File: config.mk
export PLATFORM = sky130hd
export DESIGN_NAME = coin_input_conditioner_flat
export DESIGN_NICKNAME = d
export VERILOG_FILES = /design/src/rtl/coin_input_conditioner_if.sv /design/src/rtl/coin_input_conditioner.sv /design/src/flat_wrapper.sv
export SDC_FILE = /design/constraint.sdc
export NUM_CORES = 1
export LEC_CHECK = 0
export CORE_AREA = 2 2 49 51
export DETAILED_ROUTE_END_ITERATION = 8
export DIE_AREA = 0 0 51 53
export DONT_BUFFER_PORTS = 1
export PLACE_DENSITY = 0.87
export SLEW_MARGIN = 20
export SYNTH_ARGS = -nofsm -noshare
export SYNTH_HDL_FRONTEND = slang
export SYNTH_HIERARCHICAL = 1
export SYNTH_SLANG_ARGS = --single-unit
File: constraint.sdc
create_clock -name clock -period 3.2 [get_ports clock]
set_clock_uncertainty 0.15 [all_clocks]
set_input_delay 0.32 -clock clock [delete_from_list [all_inputs] [get_ports clock]]
set_output_delay 0.32 -clock clock [all_outputs]
set_load 0.03 [all_outputs]
File: src/rtl/coin_input_conditioner_if.sv
// Coin-slot bus between the sensor front end and the vending FSM.
// With COIN_TOTAL_EN defined the bus also carries the running total and its clear.
interface coin_input_conditioner_if;
    logic [2:0] coinRaw;
    logic       fiveKurus;
    logic       tenKurus;
    logic       twentyFiveKurus;
    logic       coinReject;
`ifdef COIN_TOTAL_EN
    logic       clearTotal;
    logic [7:0] totalKurus;

    modport master (
        output coinRaw, clearTotal,
        input  fiveKurus, tenKurus, twentyFiveKurus, coinReject, totalKurus
    );
    modport slave (
        input  coinRaw, clearTotal,
        output fiveKurus, tenKurus, twentyFiveKurus, coinReject, totalKurus
    );
`else
    modport master (
        output coinRaw,
        input  fiveKurus, tenKurus, twentyFiveKurus, coinReject
    );
    modport slave (
        input  coinRaw,
        output fiveKurus, tenKurus, twentyFiveKurus, coinReject
    );
`endif
endinterface

File: src/rtl/coin_input_conditioner.sv
// Synchronizes, debounces and arbitrates the three coin sensors into one-hot coin pulses.
// Optional running total in kurus is enabled by defining COIN_TOTAL_EN.
module coin_debounce #(
    parameter int unsigned DEBOUNCE_CYCLES = 4,
    parameter int unsigned CNT_W           = 3
) (
    input  logic clock,
    input  logic reset,
    input  logic raw,
    output logic stable
);
    logic             sync1, sync2;
    logic [CNT_W-1:0] cnt;

    always_ff @(posedge clock or posedge reset) begin
        if (reset) begin
            sync1  <= 1'b0;
            sync2  <= 1'b0;
            cnt    <= '0;
            stable <= 1'b0;
        end else begin
            sync1 <= raw;
            sync2 <= sync1;
            // Any agreement with the stable value restarts the count, so glitches never flip it.
            if (sync2 == stable) begin
                cnt <= '0;
            end else if (cnt == CNT_W'(DEBOUNCE_CYCLES - 1)) begin
                stable <= sync2;
                cnt    <= '0;
            end else begin
                cnt <= cnt + 1'b1;
            end
        end
    end
endmodule

module coin_input_conditioner #(
    parameter int unsigned DEBOUNCE_CYCLES = 4,
    parameter int unsigned CNT_W           = 3,
    parameter int unsigned HOLDOFF_CYCLES  = 2
) (
    input  logic                      clock,
    input  logic                      reset,
    coin_input_conditioner_if.slave   coinBus
);
    typedef enum logic [1:0] {IDLE, EMIT, HOLDOFF} state_t;

    logic [2:0] stable;
    logic [2:0] stableD;
    logic [2:0] req;
    logic       reqOne;
    logic       reqMulti;
    state_t     state;
    logic [3:0] holdCnt;
    logic [2:0] coinPulse;
    logic       rejectQ;

    for (genvar i = 0; i < 3; i++) begin : g_bit
        logic rawBit;
        logic stableBit;
        assign rawBit    = coinBus.coinRaw[i];
        assign stable[i] = stableBit;
        coin_debounce #(
            .DEBOUNCE_CYCLES(DEBOUNCE_CYCLES),
            .CNT_W          (CNT_W)
        ) u_deb (
            .clock (clock),
            .reset (reset),
            .raw   (rawBit),
            .stable(stableBit)
        );
    end

    always_ff @(posedge clock or posedge reset) begin
        if (reset) stableD <= '0;
        else       stableD <= stable;
    end

    // Only debounced presses request; releases are silent.
    assign req      = stable & ~stableD;
    assign reqOne   = (req != 3'b000) && ((req & (req - 3'b001)) == 3'b000);
    assign reqMulti = (req != 3'b000) && !reqOne;

    // coinPulse holds the latched coin and is nonzero only while in EMIT.
    always_ff @(posedge clock or posedge reset) begin
        if (reset) begin
            state     <= IDLE;
            holdCnt   <= '0;
            coinPulse <= '0;
            rejectQ   <= 1'b0;
        end else begin
            coinPulse <= '0;
            rejectQ   <= 1'b0;
            case (state)
                IDLE: begin
                    if (reqOne) begin
                        coinPulse <= req;
                        state     <= EMIT;
                    end else if (reqMulti) begin
                        rejectQ <= 1'b1;
                        holdCnt <= '0;
                        state   <= HOLDOFF;
                    end
                end
                EMIT: begin
                    holdCnt <= '0;
                    state   <= HOLDOFF;
                end
                HOLDOFF: begin
                    if (holdCnt == 4'(HOLDOFF_CYCLES - 1)) state <= IDLE;
                    else                                  holdCnt <= holdCnt + 1'b1;
                end
                default: state <= IDLE;
            endcase
        end
    end

    assign coinBus.fiveKurus       = coinPulse[0];
    assign coinBus.tenKurus        = coinPulse[1];
    assign coinBus.twentyFiveKurus = coinPulse[2];
    assign coinBus.coinReject      = rejectQ;

`ifdef COIN_TOTAL_EN
    logic [7:0] total;
    logic [8:0] addend;
    logic [8:0] sum;

    always_comb begin
        addend = 9'd0;
        case (coinPulse)
            3'b001:  addend = 9'd5;
            3'b010:  addend = 9'd10;
            3'b100:  addend = 9'd25;
            default: addend = 9'd0;
        endcase
    end

    assign sum = {1'b0, total} + addend;

    always_ff @(posedge clock or posedge reset) begin
        if (reset) begin
            total <= '0;
        end else if (coinBus.clearTotal) begin
            total <= '0;
        end else if (coinPulse != 3'b000) begin
            total <= sum[8] ? 8'd255 : sum[7:0];
        end
    end

    assign coinBus.totalKurus = total;
`endif
endmodule
File: src/flat_wrapper.sv
// flat-port wrapper written by rule: the top's interface ports become plain ports
module coin_input_conditioner_flat 
#(
    parameter int unsigned DEBOUNCE_CYCLES = 4,
    parameter int unsigned CNT_W           = 3,
    parameter int unsigned HOLDOFF_CYCLES  = 2
)
  (clock, reset, coinBus_coinRaw, coinBus_fiveKurus, coinBus_tenKurus, coinBus_twentyFiveKurus, coinBus_coinReject);
  coin_input_conditioner_if coinBus_i ();
  input  logic clock;
  input  logic reset;
  input wire logic [$bits(coinBus_i.coinRaw)-1:0] coinBus_coinRaw;
  output wire logic [$bits(coinBus_i.fiveKurus)-1:0] coinBus_fiveKurus;
  output wire logic [$bits(coinBus_i.tenKurus)-1:0] coinBus_tenKurus;
  output wire logic [$bits(coinBus_i.twentyFiveKurus)-1:0] coinBus_twentyFiveKurus;
  output wire logic [$bits(coinBus_i.coinReject)-1:0] coinBus_coinReject;
  assign coinBus_i.coinRaw = coinBus_coinRaw;
  assign coinBus_fiveKurus = coinBus_i.fiveKurus;
  assign coinBus_tenKurus = coinBus_i.tenKurus;
  assign coinBus_twentyFiveKurus = coinBus_i.twentyFiveKurus;
  assign coinBus_coinReject = coinBus_i.coinReject;
  coin_input_conditioner #(.DEBOUNCE_CYCLES(DEBOUNCE_CYCLES), .CNT_W(CNT_W), .HOLDOFF_CYCLES(HOLDOFF_CYCLES)) u_core (.clock(clock), .reset(reset), .coinBus(coinBus_i));
endmodule
* Word level (Yosys, flattened, before mapping)
Cells that the tools add are included.
Word-level totals: bits in latches 0, bits of input ports 5, flip-flop bits (word level) 31, bits in read-only memories 0, bits in writable memories 0, logic and storage cells 73, memories kept 0
Operators by class: $lt $le $gt $ge 0, multipliers 0, bitwise operators 6, shifts and indexed selects 0, div/mod/pow operators 0, add/sub/neg operators 5, reductions and logical operators 12, multiplexer cells 19, equality and inequality tests 14
Operator list (number):
- two-way mux 3 bit | 8
- two-way mux 4 bit | 3
- case mux 4 bit (3 select lines) | 1
- adder 3 x 1 -> 3 bit (second input constant) | 3
- == test 3 x 2 -> 1 bit (second input constant) | 3
- AND reduction 2 bit | 4
- bitwise AND 3 bit | 2
- two-way mux 2 bit | 3
- case mux 2 bit (3 select lines) | 1
- nonzero test 3 bit | 2
- adder 4 x 1 -> 4 bit (second input constant) | 1
- == test 4 x 1 -> 1 bit (second input constant) | 1
- != test 2 x 1 -> 1 bit (second input constant) | 2
- != test 2 bit (second input constant) | 2
- AND reduction 4 bit | 1
- == test 1 bit | 3
- zero test 3 bit | 1
- two-way mux 1 bit | 3
- != test 3 x 1 -> 1 bit (second input constant) | 1
- inverter 1 bit | 3
- inverter 3 bit | 1
- subtractor 3 x 1 -> 3 bit (second input constant) | 1
- == test 2 x 1 -> 1 bit (second input constant) | 1
- == test 2 bit (second input constant) | 1
- 3 further kinds | 4

* Longest topological paths before layout
word-level depth 11, gate-level depth with buffers 6

* By module
Netlist, hierarchy kept.
Modules (own cells, without submodules):
- coin_debounce | times used 3, cells an instance 14, area each 220.2 µm², sequential area each 150.1 µm²
- coin_input_conditioner | times used 1, cells an instance 56, area each 621.8 µm², sequential area each 325.3 µm²

* Worst setup path before layout
OpenSTA, ideal clock, no wires.
path kind register to register, start point reg u_core.holdCnt[0], end point reg u_core.holdCnt[0], buffers on the path 0, arrival 1.175 ns, slack 1.752 ns, stages on the path, launching flop included 6, setup time 0.123 ns, path through dfrtp_1 ha_1 nor3b_2 or2_2 nand3_1 o21ai_1
Between the ends: cells in the longest elaborated chain, start to end 3, elaborated cells on any way between the ends 6
Ends and longest elaborated chain:
- start: declaration | line coin_input_conditioner.sv:54 | logic [3:0] holdCnt;
- start signal: assignment | line coin_input_conditioner.sv:111 | else holdCnt <= holdCnt + 1'b1;
- adder 4 x 1 -> 4 bit or == test 4 x 1 -> 1 bit (tied branches) | line coin_input_conditioner.sv:111, coin_input_conditioner.sv:110
- two-way mux 4 bit or != test 2 bit (tied branches)
- case mux 4 bit (3 select lines) or AND reduction 4 bit (tied branches)
Several ways; a longest one is shown, not always the timed one. The select of a mux whose other input is x is not followed. A chain may end at the register's enable or synchronous reset.

* Final worst setup path
Ends and elaborated chain as after synthesis.

==> summary.txt <==
Status
  – Status: finished clean

Min path
  – Worst hold-check path type: reg2reg

Route
  – Avg WL per Cell: around 15 µm
  – Drt initial violations: 16
  – Post-route ant nets: 0
  – DRC Markers: 0
  – Total number of vias: approximately 800
  – Post-Route WL: around 2.0 mm
  – First-pass iteration count of the detailed router: 4
  – Vias per inst: between 5 and 6

Clocking
  – Clock buffer depth: 2
  – Inserted Clock Buffers: 5
  – Clk sink count: 31
  – CTS tree: built
  – CTS clk-pin slew, worst paths: about 100 ps
  – Post_cts resized: 0
  – Clock latency on the worst-skew pair: 320 ps
  – H-tree levels: 2
  – Root buffer cell: clkbuf_4

Floorplanning
  – Initial Utilization: 0.5970
  – Die width: around 50 µm
  – Die ar.: between 0.002 and 0.003 mm²
  – Die height: around 53 µm
  – IO Pins: 9
  – Core ar.: between 0.002 and 0.0025 mm²
  – Row cnt: 17

Synth
  – Cell count after synthesis: between 90 and 100
  – Syn Area/Cell: 13.09 µm²
  – Post-synth cell types: 26
  – Mapped Area: about 0.0013 mm²
  – Register area share after synthesis: 0.6049
  – Synth warn: 6
  – Number of synthesized register bits: 31
  – Syn_nets: around 110

Critical path
  – CP max stage delay: around 450 ps
  – Critical Path Start Type: flip-flop
  – Critical Path RT: about 3300 ps
  – Worst EP arrival: about 1700 ps
  – Cell with the largest stage delay on the worst path: dfrtp_1
  – Crit Path Class: reg2reg
  – Critical-path maximum fanout: 6
  – Setup crit end kind: flip-flop
  – CP Cell Sequence: ha_1, nor3b_2, or2_2, nand3_1, o21ai_1

STA
  – RSZ-0062 raised after global routing: false
  – Max Slew Vio Count: 0
  – Min cycle time layout: between 1500 and 2000 ps
  – Worst-Margin Slew: 497.1 ps
  – Final hold vios: 0
  – FMAX: approximately 0.6 GHz
  – Relative slew slack: 0.6682
  – Setup violations, final: 0
  – Fin Setup TNS: 0 ps
  – Min setup slack post-route: 1580 ps
  – Final period util: 0.5062

Global route
  – First-pass GRT wire length: about 3.6 mm
  – Antenna violations before repair: 0
  – Largest net degree at the start of global routing: 14
  – Vias in the first global route: about 870
  – GRT Total Usage: 0.1913
  – GRT overflow: 0

Place
  – RePlAce Congestion: ~0.73
  – Placed wire-length estimate: 1.478 mm
  – Placement Setup Slack: 1589 ps
  – IO buf count: 0

Final layout
  – Sequential cell area: roughly 780 µm²
  – Fraction of layout cells with a size suffix above 1: 0.2037
  – # fillers: approximately 150
  – Antenna Cells: 0
  – Final net count: between 100 and 150
  – Area grow syn2layout: 11.61%
  – Area of the multi-input gates: 467.9 µm²

Flow run
  – Max-cap violations: 0

Power
  – Power per Cell Area: about 940 mW/mm²
  – Pwr Total: between 1 and 1.5 mW
  – Leak: approximately 0.66 nW
  – Maximum vdd drop: between 0.4 and 0.5 mV
## logic make-up (layout without fill, tap and decap cells)
group / Yosys count / count (layout) / share of synthesized area
compound gates: 12 / 12 / 0.06048
xor+xnor: 4 / 4 / 0.02731
fa+ha+maj: 6 / 6 / 0.05756
buf+inv: 9 / 19 / 0.03025
flops: 31 / 31 / 0.6049
mux: 3 / 3 / 0.02634
simple gates: 33 / 33 / 0.1932
## report_power, final
group	switching, mW	total (mW)	internal [mW]
sequential	0.143	0.650	0.507
combinational	0.189	0.383	0.194
clock	0.129	0.313	0.185
total	0.461	1.35	0.885
## worst paths after layout
check,startpoint,to,slack (ps),cells after the start
max reg2reg,u_core/holdCnt[0],u_core/holdCnt[0],1580,5
max in group asynchronous,reset,u_core/coinBus.coinReject,2190,2
min reg2reg,u_core/g_bit[2].u_deb/sync1,u_core/g_bit[2].u_deb/sync2,210,0
max,u_core/holdCnt[0],u_core/holdCnt[0],1580,5
min in group asynchronous,reset,u_core/g_bit[1].u_deb/sync1,260,2
min,u_core/g_bit[2].u_deb/sync1,u_core/g_bit[2].u_deb/sync2,210,0
## registers in the layout (all words and copies together), names as in the netlist
register and flops:
u_core/coinBus.coinReject 1, u_core/coinPulse 3, u_core/g_bit.u_deb/cnt 9, u_core/g_bit.u_deb/stable 3, u_core/g_bit.u_deb/sync1 3, u_core/g_bit.u_deb/sync2 3, u_core/holdCnt 4, u_core/stableD 3
u_core/state 2
## metrics by stage
| stage | utilization | hold slack [ps] | cell area (µm²) | std cells |
|---|---|---|---|---|
| finish | 0.6663 | 206.8 | 1431 | 136 |
| global route | 0.6663 | 225.6 | 1431 | 136 |
| CTS | 0.6663 | 208.3 | 1431 | 136 |
| detailed placement | 0.6075 | -18.02 | 1305 | 124 |
| global placement | 0.6075 | -29.03 | 1305 | 124 |
| floorplan | - | -39.04 | 1282 | 98 |
## cells in the mapped netlist
cell,instances,area [µm²]
dfrtp_1,31,775.7
inv_1,7,26.28
nor3_1,7,35.03
nor3b_1,6,45.04
ha_1,5,62.56
a31oi_1,4,25.02
xnor2_1,4,35.03
mux2_2,3,33.78
nand2_1,3,11.26
nand2b_4,3,41.29
nand3_1,3,15.01
nor2b_4,3,41.29
o21ai_1,3,15.01
nor2_1,2,7.510
nor4_1,2,12.51
o211ai_1,2,15.01
a2111oi_1,1,10.01
a21oi_1,1,5.000
a22oi_1,1,7.510
and2b_2,1,8.760
and4b_2,1,11.26
buf_2,1,5.000
buf_4,1,7.510
maj3_2,1,11.26
nor3b_2,1,12.51
or2_2,1,6.260
## cell usage in the layout, fill, tap and decap left out, types with 2 or more instances in the layout
cell type / netlist / routed
a31oi_1: 4 / 4
clkbuf_4: 0 / 5
dfrtp_1: 31 / 31
dlygate4sd3_1: 0 / 4
ha_1: 5 / 5
inv_1: 7 / 7
mux2_2: 3 / 3
nand2_1: 3 / 3
nand2b_4: 3 / 3
nand3_1: 3 / 3
nor2_1: 2 / 2
nor2b_4: 3 / 3
nor3_1: 7 / 7
nor3b_1: 6 / 6
nor4_1: 2 / 2
o211ai_1: 2 / 2
o21ai_1: 3 / 3
xnor2_1: 4 / 4
## area by class of cell
type | instances | share of cell area
multi-input cells | 58 | 0.3269
inverters | 7 | 0.01836
clock inverters | 2 | 0.02448
clock buffers | 6 | 0.03584
well taps | 28 | 0.02448
repair buffers | 4 | 0.02797
flip-flops and latches | 31 | 0.5420
## per-layer routing
metal | up-vias | wire length (µm) | GRT usage
met2 | 21 | 1122 | 0.3377
li1 | 359 | - | -
met5 | - | 0 | 0
met3 | 7 | 66 | 0.05085
met4 | 0 | 61 | 0.1351
met1 | 406 | 798 | 0.1962
## timing repair
action	4_1_cts	5_1_grt
setup buffers	0	0
endpoints found under the hold margin	34	0
hold buffers	4	0
## worst max-delay path, delay by kind of cell (launching register included)
kind	cells	cell delay, ps
and+or+nand+nor	3	590
DFF	1	450
AOI/OAI and AO/OA	1	80
adders and majority gates	1	230
(Power assumes the default switching activity.)
